`src/rtl/clock_div_gen.sv`:
```
// Multi-channel programmable clock divider with per-channel tick enables,
// wrap-synchronised ratio updates and a common phase-align sync.
module clock_div_gen #(
    parameter int NUM_CH        = 4,
    parameter int CNT_WIDTH     = 8,
    parameter int DEFAULT_RATIO = 2
) (
    input  logic                          clock,
    input  logic                          reset,
    input  logic                          enable,
    input  logic                          sync,
    input  logic                          load,
    input  logic [NUM_CH*CNT_WIDTH-1:0]   div_ratio,
    output logic [NUM_CH-1:0]             clk_out,
    output logic [NUM_CH-1:0]             tick,
    output logic [NUM_CH-1:0]             pending
);

    localparam logic [CNT_WIDTH-1:0] DEF_RATIO = CNT_WIDTH'(DEFAULT_RATIO);
    localparam logic [CNT_WIDTH-1:0] MIN_RATIO = CNT_WIDTH'(2);
    localparam logic [CNT_WIDTH:0]   ONE_WIDE  = (CNT_WIDTH+1)'(1);

    for (genvar i = 0; i < NUM_CH; i++) begin : g_ch
        logic [CNT_WIDTH-1:0] cnt;
        logic [CNT_WIDTH-1:0] active;
        logic [CNT_WIDTH-1:0] shadow;
        logic [CNT_WIDTH-1:0] req;
        logic [CNT_WIDTH-1:0] cnt_next;
        logic [CNT_WIDTH:0]   high;
        logic                 wrap;
        logic                 clk_q;
        logic                 tick_q;
        logic                 pend_q;

        // high is one bit wider so (R+1)>>1 cannot overflow at the top ratio.
        always_comb begin
            req = div_ratio[i*CNT_WIDTH +: CNT_WIDTH];
            if (req < MIN_RATIO) begin
                req = MIN_RATIO;
            end
            cnt_next = (cnt == active - CNT_WIDTH'(1)) ? '0 : cnt + CNT_WIDTH'(1);
            high     = ({1'b0, active} + ONE_WIDE) >> 1;
            wrap     = (cnt_next == '0);
        end

        always_ff @(posedge clock or posedge reset) begin
            if (reset) begin
                cnt    <= '0;
                active <= DEF_RATIO;
                shadow <= DEF_RATIO;
                clk_q  <= 1'b0;
                tick_q <= 1'b0;
                pend_q <= 1'b0;
            end else begin
                if (load) begin
                    shadow <= req;
                end
                if (sync) begin
                    cnt    <= '0;
                    clk_q  <= 1'b0;
                    tick_q <= 1'b0;
                    pend_q <= 1'b0;
                    if (load) begin
                        active <= req;
                    end else if (pend_q) begin
                        active <= shadow;
                    end
                end else if (enable) begin
                    cnt    <= cnt_next;
                    clk_q  <= ({1'b0, cnt_next} < high);
                    tick_q <= wrap;
                    // A ratio only changes on the wrap edge, so no period is cut short.
                    if (wrap && load) begin
                        active <= req;
                        pend_q <= 1'b0;
                    end else if (wrap && pend_q) begin
                        active <= shadow;
                        pend_q <= 1'b0;
                    end else if (load) begin
                        pend_q <= 1'b1;
                    end
                end else begin
                    tick_q <= 1'b0;
                    if (load) begin
                        pend_q <= 1'b1;
                    end
                end
            end
        end

        assign clk_out[i] = clk_q;
        assign tick[i]    = tick_q;
        assign pending[i] = pend_q;
    end

endmodule

```
`config.mk`:
```
export PLATFORM = sky130hd
export DESIGN_NAME = clock_div_gen
export DESIGN_NICKNAME = d
export VERILOG_FILES = /design/src/rtl/clock_div_gen.sv
export SDC_FILE = /design/constraint.sdc
export NUM_CORES = 1
export LEC_CHECK = 0
export ABC_CLOCK_PERIOD_IN_PS = 4700
export CAP_MARGIN = 20
export CORE_MARGIN = 10
export CORE_UTILIZATION = 62
export CTS_BUF_LIST = sky130_fd_sc_hd__clkbuf_8
export DETAILED_ROUTE_END_ITERATION = 10
export PLACE_DENSITY = 0.87
export SYNTH_ARGS = -nofsm -noshare
export SYNTH_HDL_FRONTEND = slang
export SYNTH_SLANG_ARGS = --single-unit
```
`constraint.sdc`:
```
create_clock -name clock -period 4.7 [get_ports clock]
set_input_delay 0.705 -clock clock [delete_from_list [all_inputs] [get_ports clock]]
set_output_delay 0.705 -clock clock [all_outputs]
set_load 0.01 [all_outputs]
```
==> results of run 1 <==
## through the flow
stage | total power (uW) | hold slack (ns)
after floorplan | 1980 | 0.465
after global placement | 2150 | 0.475
after detailed placement | 2190 | 0.486
after CTS | 2820 | 0.505
after global routing | 2980 | 0.528
final | 2810 | 0.505
## worst min-delay path, stage by stage, from the launching register on
cell     delay (ns)
dfstp_2        0.39
nor2_1         0.08
a21oi_1        0.05
## per-layer routing
| layer | vias up | share of wire, % | global-route usage [%] |
|---|---|---|---|
| met5 | - | 0 | 0 |
| met4 | 0 | 1.0 | 4.40 |
| met3 | 14 | 5.0 | 4.58 |
| met2 | 183 | 48 | 33.1 |
| met1 | 3028 | 46 | 26.1 |
| li1 | 3008 | - | - |
## final cells by class
class                      count  area share (%)
inverter                      29            1.31
clock inverter                 6           0.827
timing repair buffer          56            6.32
clock buffer                  10            1.62
sequential                   108            32.0
multi-input combinational    635            55.3
tap                          172            2.54
## logic make-up after synthesis
group / Yosys count / synth area share (%)
AO/OA/AOI/OAI: 172 / 15.8
XOR/XNOR: 81 / 9.03
adder cells (fa/ha/maj): 40 / 6.37
buffers and inverters: 100 / 5.84
flip-flops: 108 / 34.5
multiplexers: 69 / 9.79
AND/OR/NAND/NOR: 273 / 18.7
## power by group through the flow
stage	Sequential (uW)	Combinational, uW	Clock, uW
final	1270	920	622
after global routing	1290	1030	665
after CTS	1260	923	633
after detailed placement	1280	912	0
after global placement	1270	880	0
after floorplan	1150	824	0
## cells in the final DEF (no fill, tap or decap), types with 9 or more instances in the layout
master	instances
a211oi_1	15
a21o_1	10
a21oi_1	21
clkbuf_8	10
clkdlybuf4s50_1	47
dfrtp_1	100
ha_1	40
inv_1	26
mux2_1	9
mux2_2	38
mux2i_1	18
nand2_1	44
nand2b_1	15
nand3_1	32
nand4_1	16
nor2_1	72
nor3_1	27
nor4_1	9
o21ai_0	47
xnor2_1	46
xor2_1	35
## worst paths after layout
kind                              startpoint           endpoint  cells past startpoint
max reg2reg                g_ch[1].active[0]      g_ch[1].clk_q                     15
max in group asynchronous              reset  g_ch[3].active[1]                      3
min in group asynchronous              reset     g_ch[3].cnt[0]                      2
max                        g_ch[1].active[0]      g_ch[1].clk_q                     15
min reg2reg                g_ch[1].shadow[1]  g_ch[1].shadow[1]                      2
min                        g_ch[1].shadow[1]  g_ch[1].shadow[1]                      2
## registers in the layout, summed over array words and instances, names as in the netlist
signal	count
g_ch.clk_q	4
g_ch.pend_q	4
g_ch.shadow	32
g_ch.active	32
g_ch.tick_q	4
g_ch.cnt	32
==> reports/results.tsv, run 1 <==
stage	metric	value	unit
clock_network	Max Root-Sink Buffers	2	
clock_network	cts repair resizes	0	
final_layout	number of diodes	0	
setup_path	crit-path cells	inv_1 > ha_1 > nor3b_1 > xnor2_1 > nor3_1 > and3_1 > and2_1 > nor2_1 > ha_1 > a21oi_1 > o21ai_0 > or3_1 > a41oi_1 > a211oi_1 > o41ai_1	
power	switching share of total power	36.6	%
power	sequential power share	45.1	%
setup_path	CP Data Arrival Time	3.89	ns
timing	setup TNS	0	ns
clock_network	H-tree Lvls	3	
timing	Max Freq	277	MHz
placement	Final HPWL DP	12.8	mm
setup_path	worst path buffer plus inverter count	1	
synth	main flop type after synthesis	dfrtp_1	
synth	Post-synth top cells	dfrtp_1, nor2_1, o21ai_0	
power	Comb pwr share	32.8	%
setup_path	Critical Path RT	4.99	ns
setup_path	crit start category	flip-flop	
power	Psw	1030	uW
timing	worst setup margin	1.09	ns
synth	Synth Instances	843	
global_routing	vias in the first global route	6164	
clock_network	Clk Latency, worst-skew pair	0.39	ns
synth	Netlist cell types	77	
synth	most numerous cell in the Yosys netlist	dfrtp_1	
clock_network	CTS tree	yes	
die	die outline height	133	um
route	Post-DRT Antenna Nets	0	
power	VDD IR max	265	uV
placement	dpl cells	1000	
die	die area	17600	um2
synth	top cell type's share of synthesized area	31.8	%
setup_path	Worst Setup End Kind	flip-flop	
synth	Ys Warns	0	
timing	Tightest Pin Transition	0.828	ns
run_status	status	completed	
clock_network	CTS buffer count	9	
final_layout	Final #Nets	916	
setup_path	CP max stage delay	0.49	ns
die	Rows	41	
setup_path	Crit-path slowest cell	dfrtp_1	
setup_path	CP top delay family	simple AND/OR/NAND/NOR gates	
hold_path	HP Class	reg2reg	
route	first-pass detailed-route iteration total	5	
synth	Yosys top cell by area	dfrtp_1	
global_routing	pin count of the biggest net entering global routing	61	
final_layout	fin util	67.7	%
global_routing	first-pass GRT wire length	29.9	mm
placement	Placement Cell Area	8260	um2
final_layout	Fillers	1004	
timing	RSZ-0062 raised after global routing	no	
synth	number of synthesized register bits	108	
route	# DRC	0	
power	power per cell area	332	nW/um2
final_layout	FF+latch area	2710	um2
power	clock share of power	22.1	%
clock_network	CTS sink count	108	
route	vias per cell	6.13	
clock_network	CTS clock-pin slew for the worst setup and hold paths	0.11	ns
synth	top cells by area, synth	dfrtp_1, ha_1, mux2_2	
synth	EDFF count, synth	0	
global_routing	initial antenna violation count	0	
route	1st-iter DRT viols	492	
final_layout	share of cells above drive strength 1	11.6	%
placement	GP Congestion	0.911	
die	num ports	49	
final_layout	Multi-input gate area	4690	um2
clock_network	Clock Tree Root	clkbuf_8	
route	Post-Route WL	17.6	mm
placement	post-place setup slack	1.17	ns
timing	Final setup viols	0	
synth	register area share after synthesis	34.5	%
synth	Syn Nets	920	
timing	fin. max-slew vios	0	
placement	# port buffers	48	
setup_path	crit path kind	reg2reg	
final_layout	fin cells	1016	
synth	async set or reset register ratio after synthesis	100	%
timing	worst rel slew slack	44.8	%
job	total of max-cap violations	0	
synth	Post-Syn Area	7860	um2
die	starting density of the core	62.8	%
global_routing	grt ovf	0	
clock_network	hold buffer count at cts	0	
route	wire per inst	17.3	um
clock_network	Setup Fix Bufs, Post-CTS	0	
timing	fin crit period	3.61	ns
final_layout	P&R area growth vs syn	7.80	%
timing	Final Hold Fails	0	
synth	mean area per synthesized cell	9.32	um2
setup_path	R2R setup slack	1.09	ns
die	die width	133	um
setup_path	critical path peak fanout	9	
timing	clk_skew	0.00868	ns
final_layout	post-route cell area	8470	um2
timing	fin crit share	76.8	%
setup_path	most used cell, CP	ha_1	
power	Cell Int Power	1780	uW
power	leakage power	0.00354	uW
route	DR vias	6233	
global_routing	GRT Total Usage	20.0	%
die	core box area	12500	um2
(Power assumes the default switching activity.)
==> inputs of run 2 (changes only) <==
--- a/config.mk
+++ b/config.mk
@@ -5,7 +5,7 @@
 export SDC_FILE = /design/constraint.sdc
 export NUM_CORES = 1
 export LEC_CHECK = 0
-export ABC_CLOCK_PERIOD_IN_PS = 4700
+export ABC_CLOCK_PERIOD_IN_PS = 3550
 export CAP_MARGIN = 20
 export CORE_MARGIN = 10
 export CORE_UTILIZATION = 62
==> constraint.sdc (replaced) <==
create_clock -name clock -period 3.55 [get_ports clock]
set_input_delay 0.5325 -clock clock [delete_from_list [all_inputs] [get_ports clock]]
set_output_delay 0.5325 -clock clock [all_outputs]
set_load 0.01 [all_outputs]
==> run 2 against run 1 <==
Against the previous run:
- final cell count increased by 1.3%
- via count rose by 2.3%
- core utilization grew 1.2 points
- first-iteration DRC count increased by 14%
- flip-flop and latch count stayed put
- power is 34% higher
- fmax is 7.0% higher
- setup slack worse by 0.91 ns
- clock skew grew 0.0033 ns
- global-route usage decreased by 0.36 points
- non-clock buffer count rose by 13
- worst hold slack worse by 0.0064 ns
- largest power group unchanged
- highest routed layer unchanged
==> reports/results.tsv, run 2 (synthesized netlist as in run 1, its figures left out) <==
stage	metric	value	unit	change
timing	setup TNS	0	ns	unchanged
setup_path	critical path peak fanout	9		unchanged
final_layout	P&R area growth vs syn	9.68	%	
timing	Final setup viols	0		unchanged
final_layout	most common cell after layout, fill and taps aside	dfrtp_1		
clock_network	H-tree Lvls	3		unchanged
setup_path	FF-to-FF path depth	14		-1
global_routing	first-pass GRT wire length	29.5	mm	-1.4%
setup_path	Worst Setup End Kind	flip-flop		
setup_path	Critical Path RT	3.84	ns	-1.15 ns
placement	Final HPWL DP	12.7	mm	-0.13%
timing	Max Freq	297	MHz	+7.0%
clock_network	hold buffer count at cts	0		unchanged
hold_path	HP Class	reg2reg		
run_status	status	completed		
route	met3 wire len	849	um	-4.4%
clock_network	Clk Latency, worst-skew pair	0.40	ns	about the same
global_routing	pin count of the biggest net entering global routing	53		-13%
placement	GP Congestion	0.904		-0.72%
route	metal2 WL	8.23	mm	-1.8%
timing	fin crit share	95.0	%	+18 points
setup_path	crit start category	flip-flop		
die	starting density of the core	62.8	%	unchanged
route	# DRC	0		unchanged
route	M1 WL	8.06	mm	-1.0%
final_layout	fin cells	1029		+1.3%
die	die outline height	133	um	unchanged
route	vias per cell	6.20		+1.0%
placement	# port buffers	48		unchanged
route	Post-DRT Antenna Nets	0		unchanged
route	Post-Route WL	17.3	mm	-1.4%
die	core box area	12500	um2	unchanged
timing	fin. max-slew vios	0		unchanged
route	1st-iter DRT viols	563		+14%
clock_network	CTS buffer count	9		unchanged
power	leakage power	0.00362	uW	+2.3%
final_layout	commonest non-fill, non-tap cells in the layout	dfrtp_1, nor2_1, o21ai_0, clkdlybuf4s50_1, xnor2_1		
timing	worst rel slew slack	50.8	%	+6.0 points
final_layout	number of diodes	0		unchanged
power	power per cell area	436	nW/um2	+31%
global_routing	GRT Total Usage	19.7	%	-0.36 points
setup_path	CP Data Arrival Time	3.66	ns	-0.23 ns
power	VDD IR max	389	uV	+47%
die	num ports	49		unchanged
clock_network	Clock Tree Root	clkbuf_8		
placement	dpl cells	1009		+0.90%
clock_network	CTS tree	yes		
route	first-pass detailed-route iteration total	6		+1
clock_network	CTS sink count	108		unchanged
clock_network	Max Root-Sink Buffers	2		unchanged
global_routing	vias in the first global route	6208		+0.71%
timing	Tightest Pin Transition	0.738	ns	-0.0901 ns
final_layout	share of cells above drive strength 1	13.4	%	+1.8 points
hold_path	Hold Crit Depth	2		unchanged
global_routing	grt ovf	0		unchanged
final_layout	Fillers	972		-3.2%
setup_path	crit path kind	reg2reg		
job	total of max-cap violations	0		unchanged
clock_network	CTS clock-pin slew for the worst setup and hold paths	0.11	ns	about the same
die	Rows	41		unchanged
timing	clk_skew	0.0119	ns	+0.00326 ns
timing	fin crit period	3.37	ns	-0.237 ns
die	die width	133	um	unchanged
final_layout	Final #Nets	929		+1.4%
route	wire per inst	16.9	um	-2.7%
final_layout	Top Registers	g_ch.active (32), g_ch.cnt (32), g_ch.shadow (32)		
global_routing	initial antenna violation count	0		unchanged
die	die area	17600	um2	unchanged
route	DR vias	6378		+2.3%
timing	Final Hold Fails	0		unchanged
route	top layer in use	met4		
[run 2: cell count changes in the layout (fill, tap and decap cells not counted), sizes merged]
cell / before / now
clkinv: 3 / 2
buf: 9 / 22
clkinvlp: 0 / 1
[run 2: critical path: stages, from the launching register on]
cell	delay, ns
dfstp_2	0.59
inv_1	0.08
ha_1	0.25
xor2_1	0.21
o31ai_1	0.30
and3_1	0.22
and2_2	0.25
nor2_1	0.08
ha_1	0.32
a21oi_1	0.16
o21ai_0	0.08
or3_1	0.37
a41oi_1	0.19
a211oi_1	0.08
o41ai_2	0.08
[run 2: final timing paths]
kind	from	to	slack (ns)
min in group asynchronous	reset	g_ch[3].shadow[7]	0.57
hold / removal	g_ch[1].shadow[1]	g_ch[1].shadow[1]	0.50
hold reg to reg	g_ch[1].shadow[1]	g_ch[1].shadow[1]	0.50
setup reg to reg	g_ch[1].active[1]	g_ch[1].clk_q	0.18
setup / recovery	g_ch[1].active[1]	g_ch[1].clk_q	0.18
max in group asynchronous	reset	g_ch[3].active[1]	2.22
[run 2: stage by stage]
step           hold slack [ns]  worst slack (ns)  area (um2)  util (%)  power [uW]
5_1_grt                  0.524           -0.0489        8620      68.9        4000
3_5_place_dp             0.488            0.0862        8340      66.7        2910
3_3_place_gp             0.475             0.226        8340      66.7        2870
2_1_floorplan            0.465             0.182        7860         -        2620
6_report                 0.498             0.177        8620      68.9        3760
4_1_cts                  0.505            0.0398        8560      68.4        3750
[run 2: where the power goes]
part	internal, uW	leakage (uW)	total (uW)	switching (uW)
Sequential	1400	0.00133	1660	264
Combinational	628	0.00218	1260	635
Clock	362	0.000108	829	467
Total	2390	0.00362	3760	1370
[run 2: area by class of cell]
class | instances | area (um2) | share of cell area (%)
multi-input cells | 635 | 4720 | 54.7
inverters | 29 | 111 | 1.29
well taps | 172 | 215 | 2.50
flip-flops and latches | 108 | 2710 | 31.5
repair buffers | 69 | 646 | 7.49
clock buffers | 10 | 138 | 1.60
clock inverters | 6 | 80.1 | 0.929
[run 2: layer usage]
layer / track usage (%) / vias up
met5: 0 / -
met4: 6.05 / 0
met3: 4.20 / 21
met2: 31.1 / 195
met1: 26.4 / 3127
li1: - / 3035
[run 2: what timing repair did]
action                     in CTS  in global routing
buffers inserted                0                  4
resized for setup               0                  5
setup endpoints to repair       0                  3
hold endpoints to repair        0                  0
